--- src/rtl/mini_src_pkg.sv ---
// Shared opcode, state and IR-field definitions for the Mini-SRC control unit.
// Latency: n/a (declarations only).
// Backpressure: n/a.
package mini_src_pkg;

    // Opcode field geometry: IR[31:27]
    localparam int OPW    = 5;
    localparam int RSW    = 4;
    localparam int OP_MSB = 31;
    localparam int OP_LSB = OP_MSB - OPW + 1;

    // Register-select fields follow the opcode, each RSW wide.
    // The sequencer only drives Gra/Grb/Grc; the datapath does the slicing.
    localparam int RA_MSB = OP_LSB - 1;
    localparam int RB_MSB = RA_MSB - RSW;
    localparam int RC_MSB = RB_MSB - RSW;

    // Binary ALU group
    localparam logic [OPW-1:0] OP_ADD  = 5'b00011;
    localparam logic [OPW-1:0] OP_SUB  = 5'b00100;
    localparam logic [OPW-1:0] OP_AND  = 5'b00101;
    localparam logic [OPW-1:0] OP_OR   = 5'b00110;
    localparam logic [OPW-1:0] OP_SHR  = 5'b00111;
    localparam logic [OPW-1:0] OP_SHRA = 5'b01000;
    localparam logic [OPW-1:0] OP_SHL  = 5'b01001;
    localparam logic [OPW-1:0] OP_ROR  = 5'b01010;
    localparam logic [OPW-1:0] OP_ROL  = 5'b01011;
    // Wide-result group (HI/LO)
    localparam logic [OPW-1:0] OP_MUL  = 5'b01111;
    localparam logic [OPW-1:0] OP_DIV  = 5'b10000;
    // Unary group
    localparam logic [OPW-1:0] OP_NEG  = 5'b10001;
    localparam logic [OPW-1:0] OP_NOT  = 5'b10010;
    // Control
    localparam logic [OPW-1:0] OP_NOP  = 5'b11010;
    localparam logic [OPW-1:0] OP_HALT = 5'b11011;

    typedef enum logic [3:0] {
        S_RESET = 4'd0,
        S_T0    = 4'd1,
        S_T1    = 4'd2,
        S_T2    = 4'd3,
        S_T3    = 4'd4,
        S_T4    = 4'd5,
        S_T5    = 4'd6,
        S_T6    = 4'd7,
        S_HALT  = 4'd8
    } state_t;

    // Instruction class produced by the opcode decoder; exactly one bit set.
    typedef struct packed {
        logic is_bin;
        logic is_muldiv;
        logic is_unary;
        logic is_nop;
        logic is_halt;
        logic is_illegal;
    } op_class_t;

    function automatic logic [OPW-1:0] ir_opcode(input logic [31:0] ir);
        return ir[OP_MSB:OP_LSB];
    endfunction

endpackage

--- src/rtl/mini_src_op_decode.sv ---
// Combinational opcode classifier: IR[31:27] -> one-hot instruction class.
// Latency: 0 cycles (pure combinational).
// Backpressure: none; output follows input every cycle.
// Ports: i_op (opcode field), o_cls (class flags, exactly one set).
module mini_src_op_decode
    import mini_src_pkg::*;
(
    input  logic [OPW-1:0] i_op,
    output op_class_t      o_cls
);

    always_comb begin
        o_cls = '0;
        case (i_op)
            OP_ADD, OP_SUB, OP_AND, OP_OR, OP_SHR,
            OP_SHRA, OP_SHL, OP_ROR, OP_ROL: o_cls.is_bin    = 1'b1;
            OP_MUL, OP_DIV:                  o_cls.is_muldiv = 1'b1;
            OP_NEG, OP_NOT:                  o_cls.is_unary  = 1'b1;
            OP_NOP:                          o_cls.is_nop    = 1'b1;
            OP_HALT:                         o_cls.is_halt   = 1'b1;
            default:                         o_cls.is_illegal = 1'b1;
        endcase
    end

endmodule

--- src/rtl/mini_src_control_unit.sv ---
// Hard-wired T0..T6 fetch/execute sequencer generating Mini-SRC datapath strobes.
// Latency: binary 6, mul/div 7, unary 5, nop/illegal 4 cycles, plus memory wait cycles in T1.
// Backpressure: run gates fetch in T0; mem_ready=0 holds the sequencer in T1.
// Ports: clock/clear (async active-low), run, IR, mem_ready in; bus-drive strobes
//   (PCout..Rout), register-load strobes (MARin..Zlowin), IncPC, Read, Gra/Grb/Grc,
//   opcode (ALU op during ALU steps), halted, illegal out.
module mini_src_control_unit
    import mini_src_pkg::*;
(
    input  logic           clock,
    input  logic           clear,
    input  logic           run,
    input  logic [31:0]    IR,
    input  logic           mem_ready,
    output logic           PCout,
    output logic           Zhighout,
    output logic           Zlowout,
    output logic           MDRout,
    output logic           Rout,
    output logic           MARin,
    output logic           PCin,
    output logic           MDRin,
    output logic           IRin,
    output logic           Yin,
    output logic           Rin,
    output logic           HIin,
    output logic           LOin,
    output logic           Zhighin,
    output logic           Zlowin,
    output logic           IncPC,
    output logic           Read,
    output logic           Gra,
    output logic           Grb,
    output logic           Grc,
    output logic [OPW-1:0] opcode,
    output logic           halted,
    output logic           illegal
);

    state_t          r_state;
    logic            r_t1_seen;   // set once T1 has lasted at least one cycle
    logic [OPW-1:0]  w_op;
    op_class_t       w_cls;
    logic            w_alu_two_op;
    logic            w_ir_unused;

    assign w_op = ir_opcode(IR);

    // Register-select fields are consumed by the datapath's select-encode logic.
    assign w_ir_unused = ^IR[RA_MSB:0] ^ ^IR[RB_MSB:RC_MSB];

    mini_src_op_decode u_op_decode (
        .i_op  (w_op),
        .o_cls (w_cls)
    );

    // mul/div share the binary T3/T4 operand steps.
    assign w_alu_two_op = w_cls.is_bin | w_cls.is_muldiv;

    // State register and next-state logic.
    always_ff @(posedge clock or negedge clear) begin
        if (!clear) begin
            r_state   <= S_RESET;
            r_t1_seen <= 1'b0;
        end else begin
            r_t1_seen <= (r_state == S_T1);
            case (r_state)
                S_RESET: r_state <= S_T0;
                S_T0:    r_state <= run ? S_T1 : S_T0;
                S_T1:    r_state <= mem_ready ? S_T2 : S_T1;
                S_T2:    r_state <= S_T3;
                S_T3: begin
                    if (w_alu_two_op || w_cls.is_unary) r_state <= S_T4;
                    else if (w_cls.is_halt)             r_state <= S_HALT;
                    else                                r_state <= S_T0;
                end
                S_T4:    r_state <= w_alu_two_op ? S_T5 : S_T0;
                S_T5:    r_state <= w_cls.is_muldiv ? S_T6 : S_T0;
                S_T6:    r_state <= S_T0;
                S_HALT:  r_state <= S_HALT;
                default: r_state <= S_RESET;
            endcase
        end
    end

    // Output decode. Steps from T3 on also look at IR, which is stable from
    // T3 until the next IRin; T0 is qualified by run so an idle T0 is silent.
    always_comb begin
        PCout    = 1'b0;
        Zhighout = 1'b0;
        Zlowout  = 1'b0;
        MDRout   = 1'b0;
        Rout     = 1'b0;
        MARin    = 1'b0;
        PCin     = 1'b0;
        MDRin    = 1'b0;
        IRin     = 1'b0;
        Yin      = 1'b0;
        Rin      = 1'b0;
        HIin     = 1'b0;
        LOin     = 1'b0;
        Zhighin  = 1'b0;
        Zlowin   = 1'b0;
        IncPC    = 1'b0;
        Read     = 1'b0;
        Gra      = 1'b0;
        Grb      = 1'b0;
        Grc      = 1'b0;
        opcode   = '0;
        halted   = 1'b0;
        illegal  = 1'b0;
        case (r_state)
            S_T0: begin
                if (run) begin
                    PCout  = 1'b1;
                    MARin  = 1'b1;
                    IncPC  = 1'b1;
                    Zlowin = 1'b1;
                end
            end
            S_T1: begin
                Zlowout = 1'b1;
                Read    = 1'b1;
                MDRin   = 1'b1;
                // Load PC only on the first T1 cycle so wait states don't re-increment.
                PCin    = ~r_t1_seen;
            end
            S_T2: begin
                MDRout = 1'b1;
                IRin   = 1'b1;
            end
            S_T3: begin
                if (w_alu_two_op) begin
                    Grb  = 1'b1;
                    Rout = 1'b1;
                    Yin  = 1'b1;
                end else if (w_cls.is_unary) begin
                    Grb    = 1'b1;
                    Rout   = 1'b1;
                    opcode = w_op;
                    Zlowin = 1'b1;
                end else if (w_cls.is_illegal) begin
                    illegal = 1'b1;
                end
            end
            S_T4: begin
                if (w_alu_two_op) begin
                    Grc     = 1'b1;
                    Rout    = 1'b1;
                    opcode  = w_op;
                    Zhighin = 1'b1;
                    Zlowin  = 1'b1;
                end else if (w_cls.is_unary) begin
                    Zlowout = 1'b1;
                    Gra     = 1'b1;
                    Rin     = 1'b1;
                end
            end
            S_T5: begin
                if (w_cls.is_bin) begin
                    Zlowout = 1'b1;
                    Gra     = 1'b1;
                    Rin     = 1'b1;
                end else if (w_cls.is_muldiv) begin
                    Zlowout = 1'b1;
                    LOin    = 1'b1;
                end
            end
            S_T6: begin
                if (w_cls.is_muldiv) begin
                    Zhighout = 1'b1;
                    HIin     = 1'b1;
                end
            end
            S_HALT: halted = 1'b1;
            default: ;
        endcase
    end

endmodule

--- config.mk ---
export PLATFORM = sky130hd
export DESIGN_NAME = mini_src_control_unit
export DESIGN_NICKNAME = d
export VERILOG_FILES = /design/src/rtl/mini_src_pkg.sv /design/src/rtl/mini_src_op_decode.sv /design/src/rtl/mini_src_control_unit.sv
export SDC_FILE = /design/constraint.sdc
export NUM_CORES = 1
export LEC_CHECK = 0
export BUFFER_PORTS_ARGS = -buffer_cell sky130_fd_sc_hd__buf_2
export CORE_MARGIN = 3
export CORE_UTILIZATION = 38
export CTS_CLUSTER_SIZE = 25
export DETAILED_ROUTE_END_ITERATION = 8
export PLACE_DENSITY = 0.83
export REMOVE_ABC_BUFFERS = 1
export SKIP_LAST_GASP = 1
export SLEW_MARGIN = 20
export SYNTH_ARGS = -nofsm -noshare
export SYNTH_HDL_FRONTEND = slang
export SYNTH_SLANG_ARGS = --single-unit
--- constraint.sdc ---
create_clock -name clock -period 3.65 [get_ports clock]
set_input_delay 0.73 -clock clock [delete_from_list [all_inputs] [get_ports clock]]
set_output_delay 0.73 -clock clock [all_outputs]
set_load 0.1 [all_outputs]
Word-level counts from Yosys, hierarchy flattened
Cells that the tools add are included.
{"block": "totals", "wordCells": 76, "input_bits": 36, "register_bits": 5, "out_inout_bits": 27}
{"block": "classes", "mux": 42, "reduce_logical": 7, "bitwise": 2, "n_eq_ne": 23}
{"cell": "one-hot mux 4 bit (8 select lines)", "n": 1}
{"cell": "2-to-1 mux 1 bit", "n": 28}
{"cell": "== test 5 x 4 -> 1 bit, second input constant", "n": 5}
{"cell": "== test 5 bit, second input constant", "n": 5}
{"cell": "== test 5 x 3 -> 1 bit, second input constant", "n": 4}
{"cell": "== test 4 x 3 -> 1 bit, second input constant", "n": 4}
{"cell": "2-to-1 mux 5 bit", "n": 3}
{"cell": "OR reduction 15 bit", "n": 1}
{"cell": "one-hot mux 5 bit (2 select lines)", "n": 1}
{"cell": "OR reduction 9 bit", "n": 1}
{"cell": "== test 4 x 2 -> 1 bit, second input constant", "n": 2}
{"cell": "2-to-1 mux 4 bit", "n": 2}
{"cell": "2-to-1 mux 3 bit", "n": 2}
{"cell": "one-hot mux 1 bit (3 select lines)", "n": 2}
{"cell": "OR reduction 2 bit", "n": 3}
{"cell": "== test 5 x 2 -> 1 bit, second input constant", "n": 1}
{"cell": "== test 4 x 1 -> 1 bit, second input constant", "n": 1}
{"cell": "== test 4 bit, second input constant", "n": 1}
{"cell": "zero test 4 bit", "n": 1}
{"cell": "one-hot mux 1 bit (2 select lines)", "n": 2}
{"cell": "2-to-1 mux 2 bit", "n": 1}
{"cell": "logical OR 1 bit", "n": 1}
{"cell": "NOT 1 bit", "n": 1}
{"cell": "bitwise OR 1 bit", "n": 1}

Logic depth before layout (Yosys ltp)
Gate-level depths: netlist (run 1).
{"block": "depth", "depth_word": 7, "ltp_mapped": 6, "mapped_depth_nobuf": 4}

By module
Synthesis (run 1) repeated with hierarchy kept, for this count alone.
{"block": "hier_totals", "cells_unflattened": 89, "hier_area_um2": 743.2}
{"module": "mini_src_control_unit", "area_each_um2": 621.8, "seq_area_each_um2": 125.1, "n_inst": 1, "cells_each": 70}
{"module": "mini_src_op_decode", "area_each_um2": 121.4, "seq_area_each_um2": 0.0, "n_inst": 1, "cells_each": 19}

Worst setup path before layout (run 1)
OpenSTA, ideal clock, no wires.
{"block": "synth_timing", "path_type": "input to output", "from": "input IR[28]", "to": "output Zlowout", "arrival_ps": 3634, "slack_ps": -714, "path_stages": 5, "t_required_ps": 2920, "n_path_buf": 1, "path_cell_list": "clkbuf_1 and2_1 o311ai_1 a21boi_1 nand2b_1"}
{"block": "synth_between", "elab_chain_len": 6, "word_cells_on_any_way": 25}
{"element": "from (decl)", "line": "mini_src_control_unit.sv:13", "text": "input logic [31:0] IR,"}
{"element": "== test 5 x 2 -> 1 bit, or another cell as far along", "line": "mini_src_op_decode.sv:14", "text": "case (i_op)"}
{"element": "OR reduction 9 bit or OR reduction 2 bit (tied branches)"}
{"element": "2-to-1 mux 1 bit", "line": "mini_src_op_decode.sv:14"}
{"element": "bitwise OR 1 bit, or another cell as far along", "line": "mini_src_control_unit.sv:58", "text": "assign w_alu_two_op = w_cls.is_bin | w_cls.is_muldiv;"}
{"element": "2-to-1 mux 1 bit (on tied branches)"}
{"element": "one-hot mux 1 bit (3 select lines) *", "line": "mini_src_control_unit.sv:112", "text": "case (r_state)"}
{"element": "to (decl)", "line": "mini_src_control_unit.sv:17", "text": "output logic Zlowout,"}
Mark *: on every way between the ends. The rest lies on a longest branch, timed or not.

Worst setup path after layout (run 1)
{"block": "layout_timing", "from": "register r_state[1]", "to": "output opcode[1]"}
{"block": "layout_between", "elab_chain_len": 2, "word_cells_on_any_way": 3}
{"element": "from (decl)", "line": "mini_src_control_unit.sv:40", "text": "state_t r_state;"}
{"element": "from (signal assigned)", "line": "mini_src_control_unit.sv:69", "text": "S_T0: r_state <= run ? S_T1 : S_T0;"}
{"element": "from (signal assigned)", "line": "mini_src_control_unit.sv:70", "text": "S_T1: r_state <= mem_ready ? S_T2 : S_T1;"}
{"element": "from (signal assigned)", "line": "mini_src_control_unit.sv:77", "text": "S_T4: r_state <= w_alu_two_op ? S_T5 : S_T0;"}
{"element": "== test 4 x 3 -> 1 bit", "line": "mini_src_control_unit.sv:112"}
{"element": "one-hot mux 5 bit (2 select lines) *", "line": "mini_src_control_unit.sv:112"}
{"element": "to (decl)", "line": "mini_src_control_unit.sv:35", "text": "output logic [OPW-1:0] opcode,"}
Marked as above.

==> results of run 1 <==
[registers in the layout (all words and copies together), names as in the netlist]
register and cells:
r_t1_seen 1, r_state 4
[cells in the final DEF (no fill, tap or decap), drive strengths merged, types with 4 or more instances in the layout]
cell type and count:
nor2 8, clkbuf 4, dfrtp 5, nand2b 5, nand3 5, buf 35, o21ai 4, nand2 5
inv 8, a21oi 8
[worst max-delay path: stages, from the launching register on]
cell,delay (ns)
dfrtp_1,0.47
or4b_1,0.68
or4_1,0.52
a21boi_1,0.15
buf_2,0.44
[area by class of cell]
| class | count | area (sq um) |
|---|---|---|
| sequential | 5 | 125 |
| inverter | 8 | 30.0 |
| multi-input combinational | 69 | 408 |
| tap | 16 | 20.0 |
| clock buffer | 4 | 26.3 |
| timing repair buffer | 35 | 175 |
| fill | 156 | 774 |
[per-layer routing]
metal  track usage  routed length, um  vias up
met1         0.198                732      337
met5             0                  0        -
met4        0.0166                  0        0
li1              -                  -      386
met3        0.0268                121        0
met2         0.238                783       29
[through the flow]
| step | instances | hold slack, ns | util | area (sq um) | total power [mW] |
|---|---|---|---|---|---|
| after floorplan | 82 | 0.434 | - | 563 | 0.627 |
| after global placement | 133 | 0.543 | 0.486 | 758 | 0.710 |
| final | 137 | 0.291 | 0.503 | 785 | 0.779 |
| after detailed placement | 133 | 0.546 | 0.486 | 758 | 0.719 |
| after CTS | 137 | 0.283 | 0.503 | 785 | 0.784 |
| after global routing | 137 | 0.284 | 0.503 | 785 | 0.820 |
[final timing paths]
kind | from | endpoint | slack [ns]
min reg2reg | r_state[3] | r_t1_seen | 0.63
max in group asynchronous | clear | r_state[0] | 3.22
min in group clock | r_state[3] | r_t1_seen | 0.63
max reg2reg | r_state[1] | r_state[2] | 1.98
min | clear | r_t1_seen | 0.29
max | r_state[1] | opcode[1] | 0.43
[report_power, final]
part / total [mW] / internal, mW / leakage [nW] / switching, mW
Sequential: 0.110 / 0.0751 / 0.0649 / 0.0350
Clock: 0.0634 / 0.0413 / 0.0150 / 0.0221
Combinational: 0.606 / 0.102 / 0.362 / 0.504
[kinds of logic (layout without fill, tap and decap cells)]
kind of cell | Yosys count | in the layout | synth area share
simple gates | 44 | 44 | 0.377
compound gates | 24 | 24 | 0.237
buf+inv | 23 | 47 | 0.181
flops | 5 | 5 | 0.192
xor+xnor | 1 | 1 | 0.0135
==> results.py, run 1 <==
metrics = {
    "route": {
        "wl_um": 1640,
        "viasPerCell": 5.49,
        "antenna_left": 0,
        "drc_errors": 0,
        "dr.first_iter.drc_count": 22,
        "vias": 752,
        "firstDrtPassIters": 4,
        "wire_per_inst_um": 11.9,
    },
    "final_layout": {
        "area_growth_pct": 20.6,
        "drive_gt1_frac": 0.322,
        "n_antenna_cell": 0,
        "final_nets": 158,
    },
    "synthesis": {
        "ys_top_cells_by_area": "dfrtp_1 19%, buf_4 9.2%, a21oi_1 6.2%",
        "syn_area_sq_um": 651,
        "yosysSeqAreaShare": 0.192,
        "avgSynthCellArea_sq_um": 6.71,
        "synth_area_leader_cell": "dfrtp_1",
        "synth_seq_cells": 5,
        "synth_edf_count": 0,
        "synthTopCellsByCount": "8 x a21oi_1, 8 x buf_4, 8 x nor2_1",
        "synth_top_area_frac": 0.192,
        "ys_warn_count": 0,
        "synthArstFlopShare": 1.00,
        "syn_inst": 97,
        "synth_ff_type": "dfrtp_1",
        "synth_cell_types": 33,
    },
    "grt": {
        "grt_pass1_wl_um": 2410,
        "grt_antenna_before_repair": 0,
        "grt_pass1_vias": 602,
        "grt_max_degree": 13,
        "track_usage": 0.144,
        "grt-ovfl-total": 0,
    },
    "sta": {
        "finalSetupTns_ns": 0,
        "setup_ws_ns": 0.431,
        "clock-skew-final_ns": 0.00664,
        "min_period_ns": 3.22,
        "fmax_ghz": 0.311,
        "timing.final.hold_violations": 0,
        "setup_viol": 0,
        "maxSlewViolCount": 0,
        "grt_setup_unrepaired": "no",
        "tightestPinTransition_ns": 0.680,
        "finalCritPeriodShare": 0.882,
        "slew-limit-headroom": 0.543,
    },
    "floorplan": {
        "start_util": 0.417,
        "pin_count": 63,
        "die_h_um": 47.4,
        "fp.dieArea_sq_um": 2240,
        "die_w_um": 47.4,
        "num_rows": 14,
        "core_area_sq_um": 1560,
    },
    "setup_path": {
        "ff2ff_path_depth": 4,
        "crit_path_max_fanout": 11,
        "crit_type": "reg2out",
        "start_kind": "flip-flop",
        "crit_path_end_kind": "output pin",
        "crit_arrival_ns": 2.49,
        "cp.required_ns": 2.92,
    },
    "cts": {
        "cts_buffers": 3,
        "clk_pin_slew_ns": 0.05,
        "cts_tree": "yes",
        "postCtsSetupBuffers": 0,
        "cts_max_level": 1,
        "clockRootBuffer": "clkbuf_4",
        "numClockSinks": 5,
        "cts_resized": 0,
        "insertion_delay_ns": 0.24,
        "clk_path_buf_depth": 2,
        "hold_buffers": 0,
    },
    "placed_design": {
        "dp_hpwl_um": 1310,
        "finalWeightedCongestion": 0.822,
        "place.port_buffers": 35,
        "preCtsSetupSlack_ns": 0.433,
    },
    "job": {
        "max_cap_viol_count": 0,
    },
    "power": {
        "leakage_nw": 0.442,
        "power_density_nw_per_um2": 993,
        "max-vdd-ir-drop_mv": 0.374,
    },
    "outcome": {
        "status": "complete, no violations",
    },
    "hold_path": {
        "hold_class": "in2async",
    },
}
Power figures use the tool's default switching activity.
==> inputs of run 2 (changes only) <==
--- a/config.mk
+++ b/config.mk
@@ -5,15 +5,17 @@
 export SDC_FILE = /design/constraint.sdc
 export NUM_CORES = 1
 export LEC_CHECK = 0
-export BUFFER_PORTS_ARGS = -buffer_cell sky130_fd_sc_hd__buf_2
 export CORE_MARGIN = 3
-export CORE_UTILIZATION = 38
+export CORE_UTILIZATION = 55
+export CTS_BUF_LIST = sky130_fd_sc_hd__clkbuf_16
 export CTS_CLUSTER_SIZE = 25
 export DETAILED_ROUTE_END_ITERATION = 8
-export PLACE_DENSITY = 0.83
+export DONT_BUFFER_PORTS = 1
+export PLACE_DENSITY = 0.69
 export REMOVE_ABC_BUFFERS = 1
 export SKIP_LAST_GASP = 1
 export SLEW_MARGIN = 20
 export SYNTH_ARGS = -nofsm -noshare
 export SYNTH_HDL_FRONTEND = slang
+export SYNTH_HIERARCHICAL = 1
 export SYNTH_SLANG_ARGS = --single-unit
==> results.py, run 2 <==
metrics = {
    "floorplan": {
        "num_rows": 12,
        "pin_count": 63,
        "start_util": 0.623,
        "die_h_um": 42.7,
        "die_w_um": 42.7,
    },
    "synthesis": {
        "ys_warn_count": 6,
        "syn_inst": 88,
        "syn_area_sq_um": 739,
        "avgSynthCellArea_sq_um": 8.40,
    },
    "placed_design": {
        "finalWeightedCongestion": 0.875,
        "place.port_buffers": 0,
        "dp_hpwl_um": 2140,
    },
    "outcome": {
        "stop_stage": "detailed placement",
        "status": "aborted with a tool error",
        "firstError": "[ERROR DPL-0033] detailed placement checks failed during check placement.",
    },
}
run 2: through the flow:
stage | cells | hold WS, ns | worst slack (ns)
after floorplan | 75 | 0.434 | -3.91
after global placement | 115 | 0.435 | 0.759
==> inputs of run 3 (changes only) <==
--- a/config.mk
+++ b/config.mk
@@ -5,13 +5,11 @@
 export SDC_FILE = /design/constraint.sdc
 export NUM_CORES = 1
 export LEC_CHECK = 0
-export CORE_MARGIN = 3
-export CORE_UTILIZATION = 55
-export CTS_BUF_LIST = sky130_fd_sc_hd__clkbuf_16
-export CTS_CLUSTER_SIZE = 25
+export CORE_AREA = 3 3 64 66
 export DETAILED_ROUTE_END_ITERATION = 8
+export DIE_AREA = 0 0 67 69
 export DONT_BUFFER_PORTS = 1
-export PLACE_DENSITY = 0.69
+export PLACE_DENSITY_LB_ADDON = 0.15
 export REMOVE_ABC_BUFFERS = 1
 export SKIP_LAST_GASP = 1
 export SLEW_MARGIN = 20
==> results.py, run 3 <==
metrics = {
    "setup_path": {
        "path_cells": "a21oi_1 -> nor2b_1 -> a211oi_1 -> buf_4 -> nor3b_2 -> nand3_1 -> a21oi_2 -> buf_4",
        "crit_path_max_fanout": 7,
        "cp_common_cell": "buf_4",
        "crit_arrival_ns": 2.25,
        "critical_path_buf_inv_count": 2,
        "r2r-start": "r_state[3]",
        "cpPeakStageDelay_ns": 0.34,
        "cp.required_ns": 2.92,
        "cp_slowest_cell": "nor3b_2",
        "crit_start": "IR[27]",
        "crit_family": "simple AND/OR/NAND/NOR gates",
        "start_kind": "input port",
        "crit_type": "in2out",
        "crit_path_end_kind": "output pin",
    },
    "grt": {
        "grt-ovfl-total": 0,
        "met1_usage": 0.103,
        "grt-busiest-layer": "met2",
        "grt_util_met2": 0.160,
        "met3_usage": 0.0212,
        "grt_antenna_before_repair": 0,
        "track_usage": 0.0890,
        "grt_max_degree": 15,
        "grt_pass1_wl_um": 3340,
        "grt_pass1_vias": 713,
    },
    "final_layout": {
        "final_cell_mix": "12 x buf_4, 7 x clkbuf_16, 6 x nor2b_2",
        "largest_reg_flops": 4,
        "n_antenna_cell": 0,
        "final_cell_area_sq_um": 1260,
        "top_regs": "r_state: 4 flops, r_t1_seen: 1 flops",
        "stdcell_count": 153,
        "area_growth_pct": 70.4,
        "final_nets": 142,
        "utilization": 0.347,
        "mostFrequentLayoutCell": "buf_4",
        "drive_gt1_frac": 0.514,
        "max_flop_register": "r_state",
    },
    "route": {
        "wire_per_inst_um": 13.3,
        "dr.first_iter.drc_count": 10,
        "vias": 683,
        "viasPerCell": 4.46,
        "wl_um": 2040,
        "firstDrtPassIters": 4,
        "antenna_left": 0,
        "drc_errors": 0,
    },
    "cts": {
        "clk_pin_slew_ns": 0.04,
        "postCtsSetupBuffers": 0,
        "cts_max_level": 1,
        "cts_resized": 0,
        "hold_buffers": 0,
        "cts_buffers": 3,
        "clk_path_buf_depth": 2,
        "insertion_delay_ns": 0.22,
        "clockRootBuffer": "clkbuf_8",
        "cts_tree": "yes",
        "numClockSinks": 5,
    },
    "floorplan": {
        "core_area_sq_um": 3630,
        "die_h_um": 69,
        "die_w_um": 67,
        "start_util": 0.204,
        "num_rows": 22,
        "pin_count": 63,
        "fp.dieArea_sq_um": 4620,
    },
    "synthesis": {
        "avgSynthCellArea_sq_um": 8.40,
        "syn_inst": 88,
        "ys_warn_count": 6,
        "syn_area_sq_um": 739,
    },
    "placed_design": {
        "place_inst": 149,
        "place_area_sq_um": 1210,
        "finalWeightedCongestion": 0.671,
        "preCtsSetupSlack_ns": 0.665,
        "dp_hpwl_um": 1690,
        "place.port_buffers": 0,
    },
    "hold_path": {
        "hold_class": "in2async",
    },
    "sta": {
        "grt_setup_unrepaired": "no",
        "fmax_ghz": 0.335,
        "min_period_ns": 2.98,
        "clock-skew-final_ns": 0.00189,
        "setup_viol": 0,
        "maxSlewViolCount": 0,
        "tightestPinTransition_ns": 1.07,
        "slew-limit-headroom": 0.292,
        "timing.final.hold_violations": 0,
        "setup_ws_ns": 0.667,
        "finalCritPeriodShare": 0.817,
    },
    "outcome": {
        "status": "complete, no violations",
    },
    "power": {
        "finalPower_mw": 1.02,
        "max-vdd-ir-drop_mv": 0.159,
        "power_density_nw_per_um2": 813,
        "leakage_nw": 0.484,
    },
    "job": {
        "max_cap_viol_count": 0,
    },
}
-- run 3: metal layers --
metal,wire [um],share of wire,up-vias
met5,0,0,-
met4,0,0,0
met3,142,0.070,0
met2,1060,0.52,25
met1,833,0.41,308
li1,-,-,350
-- run 3: cell type report --
cell class / instances / area [sq um]
multi-input combinational: 65 / 568
clock buffer: 4 / 45.0
fill: 395 / 2370
sequential: 5 / 125
inverter: 5 / 18.8
tap: 48 / 60.1
timing repair buffer: 26 / 443
-- run 3: power by group --
group / total, mW / switching [mW] / internal [mW]
sequential: 0.148 / 0.0750 / 0.0729
clock: 0.101 / 0.0263 / 0.0749
combinational: 0.776 / 0.516 / 0.260
total: 1.02 / 0.617 / 0.407
-- run 3: worst register-to-register path: cells and delay by family, from the launching register on --
kind	cells	cell delay (ns)
flops	1	0.72
buf+inv	2	0.51
simple gates	1	0.16
compound gates	1	0.16
-- run 3: per-stage QoR --
step,hold slack (ns),setup TNS [ns]
3_5_place_dp,0.435,0
4_1_cts,0.202,0
6_report,0.207,0
2_1_floorplan,0.434,-31.92
3_3_place_gp,0.435,0
5_1_grt,0.199,0
-- run 3: worst paths after layout --
kind | to | slack (ns) | cells after the start
min in group clock | r_state[1] | 0.80 | 2
worst max-delay path | Zlowout | 0.67 | 8
worst min register to register | r_state[2] | 0.90 | 1
max in group asynchronous | r_state[2] | 3.37 | 0
worst min-delay path | r_state[3] | 0.21 | 0
worst max register to register | r_state[3] | 2.03 | 4
==> inputs of run 4 (changes only) <==
==> constraint.sdc (replaced) <==
create_clock -name clock -period 2.9 [get_ports clock]
set_input_delay 0.58 -clock clock [delete_from_list [all_inputs] [get_ports clock]]
set_output_delay 0.58 -clock clock [all_outputs]
set_load 0.1 [all_outputs]
==> results.py, run 4 (synthesis results as in run 3) <==
metrics = {
    "outcome": {
        "status": "complete, no violations",
    },
    "placed_design": {
        "place.port_buffers": 0,
        "dp_hpwl_um": 1660,
        "place_area_sq_um": 1380,
        "finalWeightedCongestion": 0.730,
    },
    "cts": {
        "insertion_delay_ns": 0.22,
        "numClockSinks": 5,
        "cts_buffers": 3,
        "clk_path_buf_depth": 2,
        "clockRootBuffer": "clkbuf_8",
        "hold_buffers": 0,
        "clk_pin_slew_ns": 0.04,
        "cts_resized": 0,
        "cts_max_level": 1,
        "postCtsSetupBuffers": 0,
        "cts_tree": "yes",
    },
    "setup_path": {
        "start_kind": "input port",
        "cpPeakStageDelay_ns": 0.40,
        "cp_slowest_cell": "a211oi_1",
        "crit_arrival_ns": 2.04,
        "crit_path_max_fanout": 7,
        "cp.required_ns": 2.32,
        "path_cells": "a21oi_1 -> nor2b_1 -> a211oi_1 -> nor3b_2 -> a32oi_4 -> o31ai_4 -> buf_12",
        "crit_type": "in2out",
        "critical_path_buf_inv_count": 1,
        "crit_family": "compound AO/OA/AOI/OAI gates",
        "crit_path_end_kind": "output pin",
    },
    "final_layout": {
        "max_flop_register": "r_state",
        "final_cell_mix": "12 x buf_12, 7 x buf_4, 7 x clkbuf_16, 6 x nor2b_2",
        "largest_reg_flops": 4,
        "n_antenna_cell": 0,
        "final_cell_area_sq_um": 1420,
        "final_nets": 147,
        "drive_gt1_frac": 0.536,
        "area_growth_pct": 92.4,
        "top_regs": "r_state: 4 flops, r_t1_seen: 1 flops",
        "mostFrequentLayoutCell": "buf_12",
        "utilization": 0.392,
    },
    "grt": {
        "grt-ovfl-total": 0,
        "grt_antenna_before_repair": 0,
        "grt_pass1_vias": 729,
        "grt_max_degree": 12,
        "track_usage": 0.0897,
        "grt_pass1_wl_um": 3360,
    },
    "sta": {
        "maxSlewViolCount": 0,
        "slew-limit-headroom": 0.667,
        "clock-skew-final_ns": 0.00259,
        "timing.final.hold_violations": 0,
        "min_period_ns": 2.62,
        "finalCritPeriodShare": 0.902,
        "tightestPinTransition_ns": 0.500,
        "setup_viol": 0,
        "grt_setup_unrepaired": "no",
        "fmax_ghz": 0.382,
    },
    "floorplan": {
        "die_h_um": 69,
        "fp.dieArea_sq_um": 4620,
        "num_rows": 22,
        "start_util": 0.204,
        "pin_count": 63,
        "core_area_sq_um": 3630,
        "die_w_um": 67,
    },
    "route": {
        "wl_um": 2010,
        "antenna_left": 0,
        "viasPerCell": 4.49,
        "firstDrtPassIters": 4,
        "dr.first_iter.drc_count": 5,
        "vias": 710,
        "drc_errors": 0,
        "wire_per_inst_um": 12.7,
    },
    "power": {
        "max-vdd-ir-drop_mv": 0.227,
        "power_density_nw_per_um2": 974,
        "leakage_nw": 0.538,
        "finalPower_mw": 1.39,
    },
    "job": {
        "max_cap_viol_count": 0,
    },
    "hold_path": {
        "hold_class": "in2async",
    },
}
==> run 4: cell count changes in the layout (fill, tap and decap cells not counted) <==
cell    previous run  this run
buf_12             2        12
buf_4             12         7
==> run 4: metal layers <==
metal	global-route usage	up-vias	part of all wire
li1	-	360	-
met1	0.114	320	0.40
met2	0.145	28	0.52
met3	0.0244	2	0.075
met4	0.0270	0	0.0040
met5	0	-	0
==> run 4: area by class of cell <==
type / instances / area (sq um)
Fill cell: 354 / 2210
Timing Repair Buffer: 31 / 606
Multi-Input combinational cell: 65 / 568
Sequential cell: 5 / 125
Tap cell: 48 / 60.1
Clock buffer: 4 / 45.0
Inverter: 5 / 18.8
==> run 4: worst reg2reg max path, cell delays in order, from the launching register on <==
cell and delay, ns:
dfrtp_1 0.55, nor4_4 0.33, buf_4 0.33, a31o_1 0.15
==> run 4: stage by stage <==
step	worst slack, ns	std cells	setup TNS (ns)	hold WS, ns
floorplan	-4.51	75	-43.34	0.284
global placement	0.299	154	0	0.285
detailed placement	0.290	154	0	0.284
CTS	0.280	158	0	0.0517
global route	0.219	158	0	0.0457
finish	0.283	158	0	0.0540
==> run 4: report_power, final <==
group	total, mW	switching, mW	internal, mW	leakage [nW]
logic	1.09	0.683	0.404	0.451
registers	0.170	0.0777	0.0921	0.0641
clock network	0.130	0.0351	0.0945	0.0228
total	1.39	0.796	0.590	0.538
==> run 4: worst paths after layout <==
path / from / end / slack [ns] / depth (start not counted)
worst max-delay path: IR[27] / Zlowin / 0.28 / 7
worst min-delay path: clear / r_t1_seen / 0.05 / 0
worst max register to register: r_state[1] / r_state[3] / 1.48 / 3
worst min register to register: r_state[3] / r_t1_seen / 0.81 / 1
max in group asynchronous: clear / r_state[3] / 2.78 / 0
min in group clock: run / r_state[1] / 0.64 / 2
